[config.mk]
export PLATFORM = sky130hd
export DESIGN_NAME = cla_adder_pipe
export DESIGN_NICKNAME = d
export VERILOG_FILES = /design/src/rtl/cla_adder_pipe.sv
export SDC_FILE = /design/constraint.sdc
export NUM_CORES = 1
export LEC_CHECK = 0
export CAP_MARGIN = 20
export CORE_MARGIN = 4
export CORE_UTILIZATION = 56
export DETAILED_ROUTE_END_ITERATION = 12
export PLACE_DENSITY = 0.86
export SLEW_MARGIN = 40
export SYNTH_ARGS = -nofsm -noshare
export SYNTH_HDL_FRONTEND = slang
export SYNTH_SLANG_ARGS = --single-unit
[constraint.sdc]
create_clock -name clk -period 7.8 [get_ports clk]
set_input_delay 1.56 -clock clk [delete_from_list [all_inputs] [get_ports clk]]
set_output_delay 1.56 -clock clk [all_outputs]
set_load 0.005 [all_outputs]
[src/rtl/cla_adder_pipe.sv]
// Pipelined two-level carry-lookahead adder/subtractor with a valid/ready elastic pipeline.
//
// GROUP-bit lookahead cells produce group generate/propagate terms. A group-level
// lookahead turns these into group carries, and each cell expands its own in-group carries
// from its group carry-in.
//
// Ports:
//   clk        rising-edge clock
//   rst        synchronous, active-high reset
//   in_valid   operand beat valid
//   in_ready   block can accept a beat this cycle (combinational from out_ready)
//   in_a/in_b  operands
//   in_cin     carry-in (add) / borrow-in (sub)
//   in_sub     0 = add, 1 = subtract
//   out_valid  result beat valid
//   out_ready  downstream accepts the result
//   out_sum    result, modulo 2^WIDTH
//   out_carry  carry-out (add) / borrow-out (sub)
//   out_ovf    signed overflow
//   out_zero   out_sum == 0
//   out_neg    out_sum[WIDTH-1]
module cla_adder_pipe #(
  parameter int unsigned WIDTH  = 32,
  parameter int unsigned GROUP  = 4,
  parameter int unsigned STAGES = 2
) (
  input  logic             clk,
  input  logic             rst,
  input  logic             in_valid,
  output logic             in_ready,
  input  logic [WIDTH-1:0] in_a,
  input  logic [WIDTH-1:0] in_b,
  input  logic             in_cin,
  input  logic             in_sub,
  output logic             out_valid,
  input  logic             out_ready,
  output logic [WIDTH-1:0] out_sum,
  output logic             out_carry,
  output logic             out_ovf,
  output logic             out_zero,
  output logic             out_neg
);

  localparam int unsigned NGRP = WIDTH / GROUP;

  if ((WIDTH % GROUP) != 0) begin : g_bad_width
    $error("cla_adder_pipe: WIDTH must be a multiple of GROUP");
  end
  if (GROUP != 2 && GROUP != 4 && GROUP != 8) begin : g_bad_group
    $error("cla_adder_pipe: GROUP must be 2, 4 or 8");
  end
  if (STAGES != 1 && STAGES != 2) begin : g_bad_stages
    $error("cla_adder_pipe: STAGES must be 1 or 2");
  end

  // Operand conditioning and bit/group generate-propagate.
  logic [WIDTH-1:0] b_cond;
  logic [WIDTH-1:0] p_a;
  logic [WIDTH-1:0] g_a;
  logic [NGRP-1:0]  gg_a;
  logic [NGRP-1:0]  gp_a;
  logic             c0_a;
  logic             term;

  always_comb begin
    b_cond = in_sub ? ~in_b : in_b;
    c0_a   = in_sub ? ~in_cin : in_cin;
    p_a    = in_a ^ b_cond;
    g_a    = in_a & b_cond;
    gg_a   = '0;
    gp_a   = '1;
    term   = 1'b0;
    for (int k = 0; k < int'(NGRP); k++) begin
      for (int j = 0; j < int'(GROUP); j++) begin
        // g[j] survives to the group output only if every higher bit propagates.
        term = g_a[k*GROUP+j];
        for (int m = j + 1; m < int'(GROUP); m++) begin
          term = term & p_a[k*GROUP+m];
        end
        gg_a[k] = gg_a[k] | term;
        gp_a[k] = gp_a[k] & p_a[k*GROUP+j];
      end
    end
  end

  // Operands seen by the carry/sum stage.
  logic [WIDTH-1:0] s2_p;
  logic [WIDTH-1:0] s2_g;
  logic [NGRP-1:0]  s2_gg;
  logic [NGRP-1:0]  s2_gp;
  logic             s2_c0;
  logic             s2_sub;
  logic             s2_valid;
  logic             out_adv;

  assign out_adv = !out_valid || out_ready;

  if (STAGES == 2) begin : g_two_stage
    logic [WIDTH-1:0] p_q;
    logic [WIDTH-1:0] g_q;
    logic [NGRP-1:0]  gg_q;
    logic [NGRP-1:0]  gp_q;
    logic             c0_q;
    logic             sub_q;
    logic             v_q;
    logic             adv;

    assign adv      = !v_q || out_adv;
    assign in_ready = adv;

    always_ff @(posedge clk) begin
      if (rst) begin
        v_q <= 1'b0;
      end else if (adv) begin
        v_q <= in_valid;
        if (in_valid) begin
          p_q   <= p_a;
          g_q   <= g_a;
          gg_q  <= gg_a;
          gp_q  <= gp_a;
          c0_q  <= c0_a;
          sub_q <= in_sub;
        end
      end
    end

    assign s2_p     = p_q;
    assign s2_g     = g_q;
    assign s2_gg    = gg_q;
    assign s2_gp    = gp_q;
    assign s2_c0    = c0_q;
    assign s2_sub   = sub_q;
    assign s2_valid = v_q;
  end else begin : g_one_stage
    assign in_ready = out_adv;
    assign s2_p     = p_a;
    assign s2_g     = g_a;
    assign s2_gg    = gg_a;
    assign s2_gp    = gp_a;
    assign s2_c0    = c0_a;
    assign s2_sub   = in_sub;
    assign s2_valid = in_valid;
  end

  // Carries, sum and flags. carry_in[WIDTH] is the carry out of the MSB.
  logic [NGRP:0]    grp_c;
  logic [WIDTH:0]   carry_in;
  logic [WIDTH-1:0] sum_c;
  logic             acc;
  logic             prod;
  logic             carry_flag;
  logic             ovf_flag;

  always_comb begin
    grp_c    = '0;
    carry_in = '0;
    acc      = 1'b0;
    prod     = 1'b0;
    grp_c[0] = s2_c0;
    // Group carries, each expanded directly from GG/GP and c0 rather than rippled.
    for (int k = 0; k < int'(NGRP); k++) begin
      acc  = s2_gg[k];
      prod = s2_gp[k];
      for (int j = k - 1; j >= 0; j--) begin
        acc  = acc | (prod & s2_gg[j]);
        prod = prod & s2_gp[j];
      end
      grp_c[k+1] = acc | (prod & s2_c0);
    end
    // In-group carries expanded from the group carry-in.
    for (int k = 0; k < int'(NGRP); k++) begin
      for (int j = 0; j < int'(GROUP); j++) begin
        acc  = 1'b0;
        prod = 1'b1;
        for (int m = j - 1; m >= 0; m--) begin
          acc  = acc | (prod & s2_g[k*GROUP+m]);
          prod = prod & s2_p[k*GROUP+m];
        end
        carry_in[k*GROUP+j] = acc | (prod & grp_c[k]);
      end
    end
    carry_in[WIDTH] = grp_c[NGRP];
  end

  assign sum_c      = s2_p ^ carry_in[WIDTH-1:0];
  assign carry_flag = s2_sub ? ~carry_in[WIDTH] : carry_in[WIDTH];
  assign ovf_flag   = carry_in[WIDTH-1] ^ carry_in[WIDTH];

  // Output register holds its beat while stalled.
  always_ff @(posedge clk) begin
    if (rst) begin
      out_valid <= 1'b0;
      out_sum   <= '0;
      out_carry <= 1'b0;
      out_ovf   <= 1'b0;
      out_zero  <= 1'b0;
      out_neg   <= 1'b0;
    end else if (out_adv) begin
      out_valid <= s2_valid;
      if (s2_valid) begin
        out_sum   <= sum_c;
        out_carry <= carry_flag;
        out_ovf   <= ovf_flag;
        out_zero  <= (sum_c == '0);
        out_neg   <= sum_c[WIDTH-1];
      end
    end
  end

endmodule
== After elaboration in Yosys (flattened, before gate mapping) ==
Index checks and enable logic that the tools add are counted.
Cells by class
  muxes and demuxes: 3
  bitwise logic cells: 324
  reductions and logical operators: 7
Operators by type and width (count)
  1-bit bitwise AND: 208
  1-bit OR: 108
  32-bit XOR: 2
  32-bit bitwise AND: 1
  32-bit logical NOT: 1
  32-bit 2-to-1 mux: 1
  32-bit NOT: 1
  1-bit NOT: 3
  3-bit AND reduction: 1
  1-bit logical NOT: 2
  1-bit logical OR: 2
  1-bit 2-to-1 mux: 2
  2-bit AND reduction: 1
  1-bit XOR: 1
Word-level totals
  register bits: 119
  input port bits: 70
  output and inout bits: 38
  word-level logic and storage cells: 347

== Longest topological paths before layout ==
  depth after elaboration: 12
  mapped depth: 13
  depth with buffers taken out: 13

== Worst setup path after synthesis ==
OpenSTA, ideal clock, no wires.
  path type: input port to flip-flop
  from: in rst
  to: reg g_two_stage.c0_q, enable pin
  arrival time: 3.575 ns
  slack: 3.784 ns
  stages on the path: 2
  buffers on the path: 1
  path through: clkbuf_1 > and3b_1
Between the ends
  word-level cells in the longest chain between the ends: 2
RTL lines
  from (decl): line 28  | input logic rst,
  1-bit NOT (no source line)
  3-bit AND reduction (no source line)
  to (signal assigned): line 121  | c0_q <= c0_a;
  to (decl): line 103  | logic c0_q;
Every way passes these cells.
A chain may end at the register's enable or synchronous reset.

== Worst setup path after layout ==
  from: in out_ready
  to: out in_ready
Between the ends
  word-level cells in the longest chain between the ends: 2
RTL lines
  from (decl): line 36  | input logic out_ready,
  1-bit logical OR: line 96  | assign out_adv = !out_valid || out_ready;
  1-bit logical OR: line 108  | assign adv = !v_q || out_adv;
  to (decl): line 30  | output logic in_ready,
Every way passes these cells.

==> impl_results.md <==
- Final #Nets: approximately 700
- Min-Delay Path Class: flip-flop to flip-flop
- CP Launch Type: input port
- Vias per cell: roughly 5.7
- Critical Path AT: between 2000 and 3000 ps
- Synth async-reset ratio: 0%
- Synthesized area per cell: 11.22 um^2
- Die area: between 10000 and 15000 um^2
- Post-Route WL: 12.07 mm
- Final antenna-violating net count: 0
- #FFs+latches synth: between 100 and 150
- CTS resizes: 0
- Largest net degree at the start of global routing: 75
- Internal Power: 919.7 uW
- Status: finished, final reports clean
- Critical Path Fanout Max: 3
- Root buffer cell: clkbuf_8
- Hold Path Depth: 2
- Clk_lat worst skew: between 300 and 400 ps
- Logic pwr share: a little under a fifth
- Number of global-route vias before repair: ~4000
- Global-route wire length before repair: 19.28 mm
- H-tree lvl count: 3
- Worst EP required: 6240 ps
- Reg-to-Reg End: out_zero
- Min Tclk post-route: approximately 4300 ps
- RSZ-0062 raised after global routing: no
- Post-CTS setup buffer count: 0
- Die Y-Extent: 107.4 um
- Global placement routability congestion: 0.8057
- Clk sink count: around 110
- Total grt overflow: 0
- Global Route Usage Sum: a little over a fifth
- Worst Setup SP: out_ready
- CTS tree: built
- # DRC: 0
- Reg2Reg Launch Point: g_two_stage.c0_q
- Sequential area share after synthesis: between 50% and 60%
- R2R Setup Slk: ~4600 ps
- I/O pin count: between 100 and 150
- Post-Place Cells: a little over 700
- Area grow syn2layout: 24.88%
- Post-route clock skew: 15.69 ps
- Sw power: about 330 uW
- Drt first pass iters: 4
- Pwr Density: 180.9 nW/um^2
- Synth Flop Type: edfxtp_1
- TNS Setup: 0 ps
- Routed WL per cell: 16.42 um
- Initial core utilization: between 50% and 60%
- Switch share: approximately a quarter
- CP Capture Type: output port
- Netlist cell types: 56
- CTS Hold Bufs: 0
- Clk slew on worst S/H paths: around 100 ps
- Final hold violations: 0
- Reg2Reg Depth: 13
- Hold Path End: out_sum[18]
- Hold_sp: out_sum[18]
- Fin util: 71.33%
- Via count: 4206
- Share of cells above drive strength 1: about 5%
- Peak VDD IR: 0.00009228 V
- Leakage: between 2 and 3 nW
- Final HPWL DP: a little over 9 mm
- CTS Buffer Depth: 2
- Final hold slack: ~460 ps
- Setup-failing EPs final: 0
- Drt first-iter violations: 218
- Flop pwr share: 56.0%
- Synth Cell Area: approximately 5500 um^2
- Max-slew headroom: 55.13%
- I/O Buffers: approximately 110
- Slew Viols, Final: 0
- Max-cap viol count: 0
- Slew @ Worst Pin: a little under 700 ps
- Initial antenna violation count: 0
- Yosys warnings: 0
- Post-synth EDFFs: 74
- Clk pwr share: about a quarter
- Cell Count, Final, Fillers Out: between 700 and 800
- Die X: between 100 and 150 um
- Crit share post-route: between 50 and 60%
- Number of diodes: 0
- Fmax: about 230 MHz
- Core Region: around 9700 um^2
- Cts bufs inserted: 9
- # rows: 36
- Crit Path Category: input port to output port
- Cells after Synth: between 400 and 500
- # fillers: 729
- Post-Syn Nets: about 600
==> flip-flops by register name (all words and copies together), names as in the netlist <==
register and flops:
g_two_stage.p_q 32, out_sum 31, g_two_stage.g_q 24, g_two_stage.gg_q 8, g_two_stage.gp_q 8, g_two_stage.c0_q 1, g_two_stage.sub_q 1, g_two_stage.v_q 1
out_carry 1, out_neg 1, out_ovf 1, out_valid 1, out_zero 1
==> cell usage after synthesis (all sizes together), types with 2 or more instances <==
cell type / number / area [um^2]
edfxtp: 74 / 2222
nand2: 42 / 157.7
ha: 40 / 500.5
a21oi: 38 / 193.9
dfxtp: 37 / 740.7
xor2: 37 / 324.1
nor2: 36 / 135.1
o21ai: 17 / 96.35
nand3: 16 / 80.08
nor3: 14 / 70.07
clkbuf: 12 / 45.04
o21a: 11 / 82.58
nand2b: 10 / 62.56
nor2b: 10 / 62.56
a211oi: 8 / 70.06
and4: 8 / 70.07
inv: 8 / 30.03
xnor2: 8 / 70.07
a21o: 7 / 52.55
buf: 5 / 22.52
o31a: 5 / 52.55
and2: 4 / 25.02
and3: 4 / 26.28
nor4: 4 / 25.02
o2111ai: 3 / 26.28
o211ai: 3 / 22.52
or4: 3 / 22.52
a2111oi: 2 / 17.52
nand3b: 2 / 15.01
nand4: 2 / 12.51
nand4b: 2 / 17.52
o22ai: 2 / 12.51
o31ai: 2 / 15.01
or3: 2 / 12.51
==> metal layers <==
metal  GRT usage [%]  wire length [um]  vias to the layer above
li1                -                 -                     2027
met1           26.42              4999                     1992
met2           36.46              5989                      162
met3           4.259               762                       25
met4           7.574               321                        0
met5               0                 0                        -
==> power by group through the flow <==
stage | registers (mW) | clock network [mW] | logic [mW]
after floorplan | 0.707 | 0 | 0.130
after global placement | 0.710 | 0 | 0.222
after detailed placement | 0.712 | 0 | 0.231
after CTS | 0.699 | 0.322 | 0.234
after global routing | 0.704 | 0.346 | 0.259
final | 0.700 | 0.317 | 0.233
==> metrics by stage <==
stage	power (mW)	area [um^2]	worst slack (ps)
floorplan	0.8367	5532	3784
finish	1.250	6908	3505
global placement	0.9326	6720	3560
global route	1.309	6908	3447
CTS	1.255	6903	3514
detailed placement	0.9439	6723	3516
==> worst max-delay path: stages <==
cell             delay, ps
clkdlybuf4s50_1        430
nor2b_1                200
nand2_1                100
clkdlybuf4s50_1        450
==> how the worst max path moves through the flow <==
stage	cells after the start	slack [ps]	endpoint
2_1_floorplan	2	3780	g_two_stage.c0_q
5_1_grt	4	3450	in_ready
3_3_place_gp	4	3560	in_ready
3_5_place_dp	4	3520	in_ready
6_report	4	3510	in_ready
4_1_cts	4	3510	in_ready
==> final cells by class <==
cell class | count | area (um^2) | share of cell area (%)
inverter | 8 | 30.03 | 0.4347
multi-input combinational | 357 | 2474 | 35.81
timing repair buffer | 110 | 1095 | 15.85
sequential | 111 | 2963 | 42.89
clock buffer | 10 | 137.6 | 1.992
clock inverter | 6 | 42.54 | 0.6158
tap | 133 | 166.4 | 2.409
==> layout by cell type (no fill, tap or decap), drive strengths merged, types with 3 or more instances in the layout <==
cell,n
dfxtp,37
inv,10
and4,8
o2111ai,3
a211oi,8
nand2b,10
edfxtp,74
nor4,4
o21a,11
o31a,5
nor2,36
a21o,7
and3,4
clkbuf,10
clkdlybuf4s50,106
and2,4
o211ai,3
nor3,14
a21oi,38
nor2b,10
buf,4
nand3,16
or4,3
xnor2,8
o21ai,17
ha,40
nand2,42
xor2,37
==> kinds of logic after synthesis <==
kind of cell               synth area share [%]
and+or+nand+nor                           14.63
DFF                                       53.56
buffers and inverters                     1.764
AOI/OAI and AO/OA                         13.69
muxes                                    0.1810
adders and majority gates                 9.048
xor gates and xnor gates                  7.125
No activity file was read; power rests on OpenSTA's default activity.
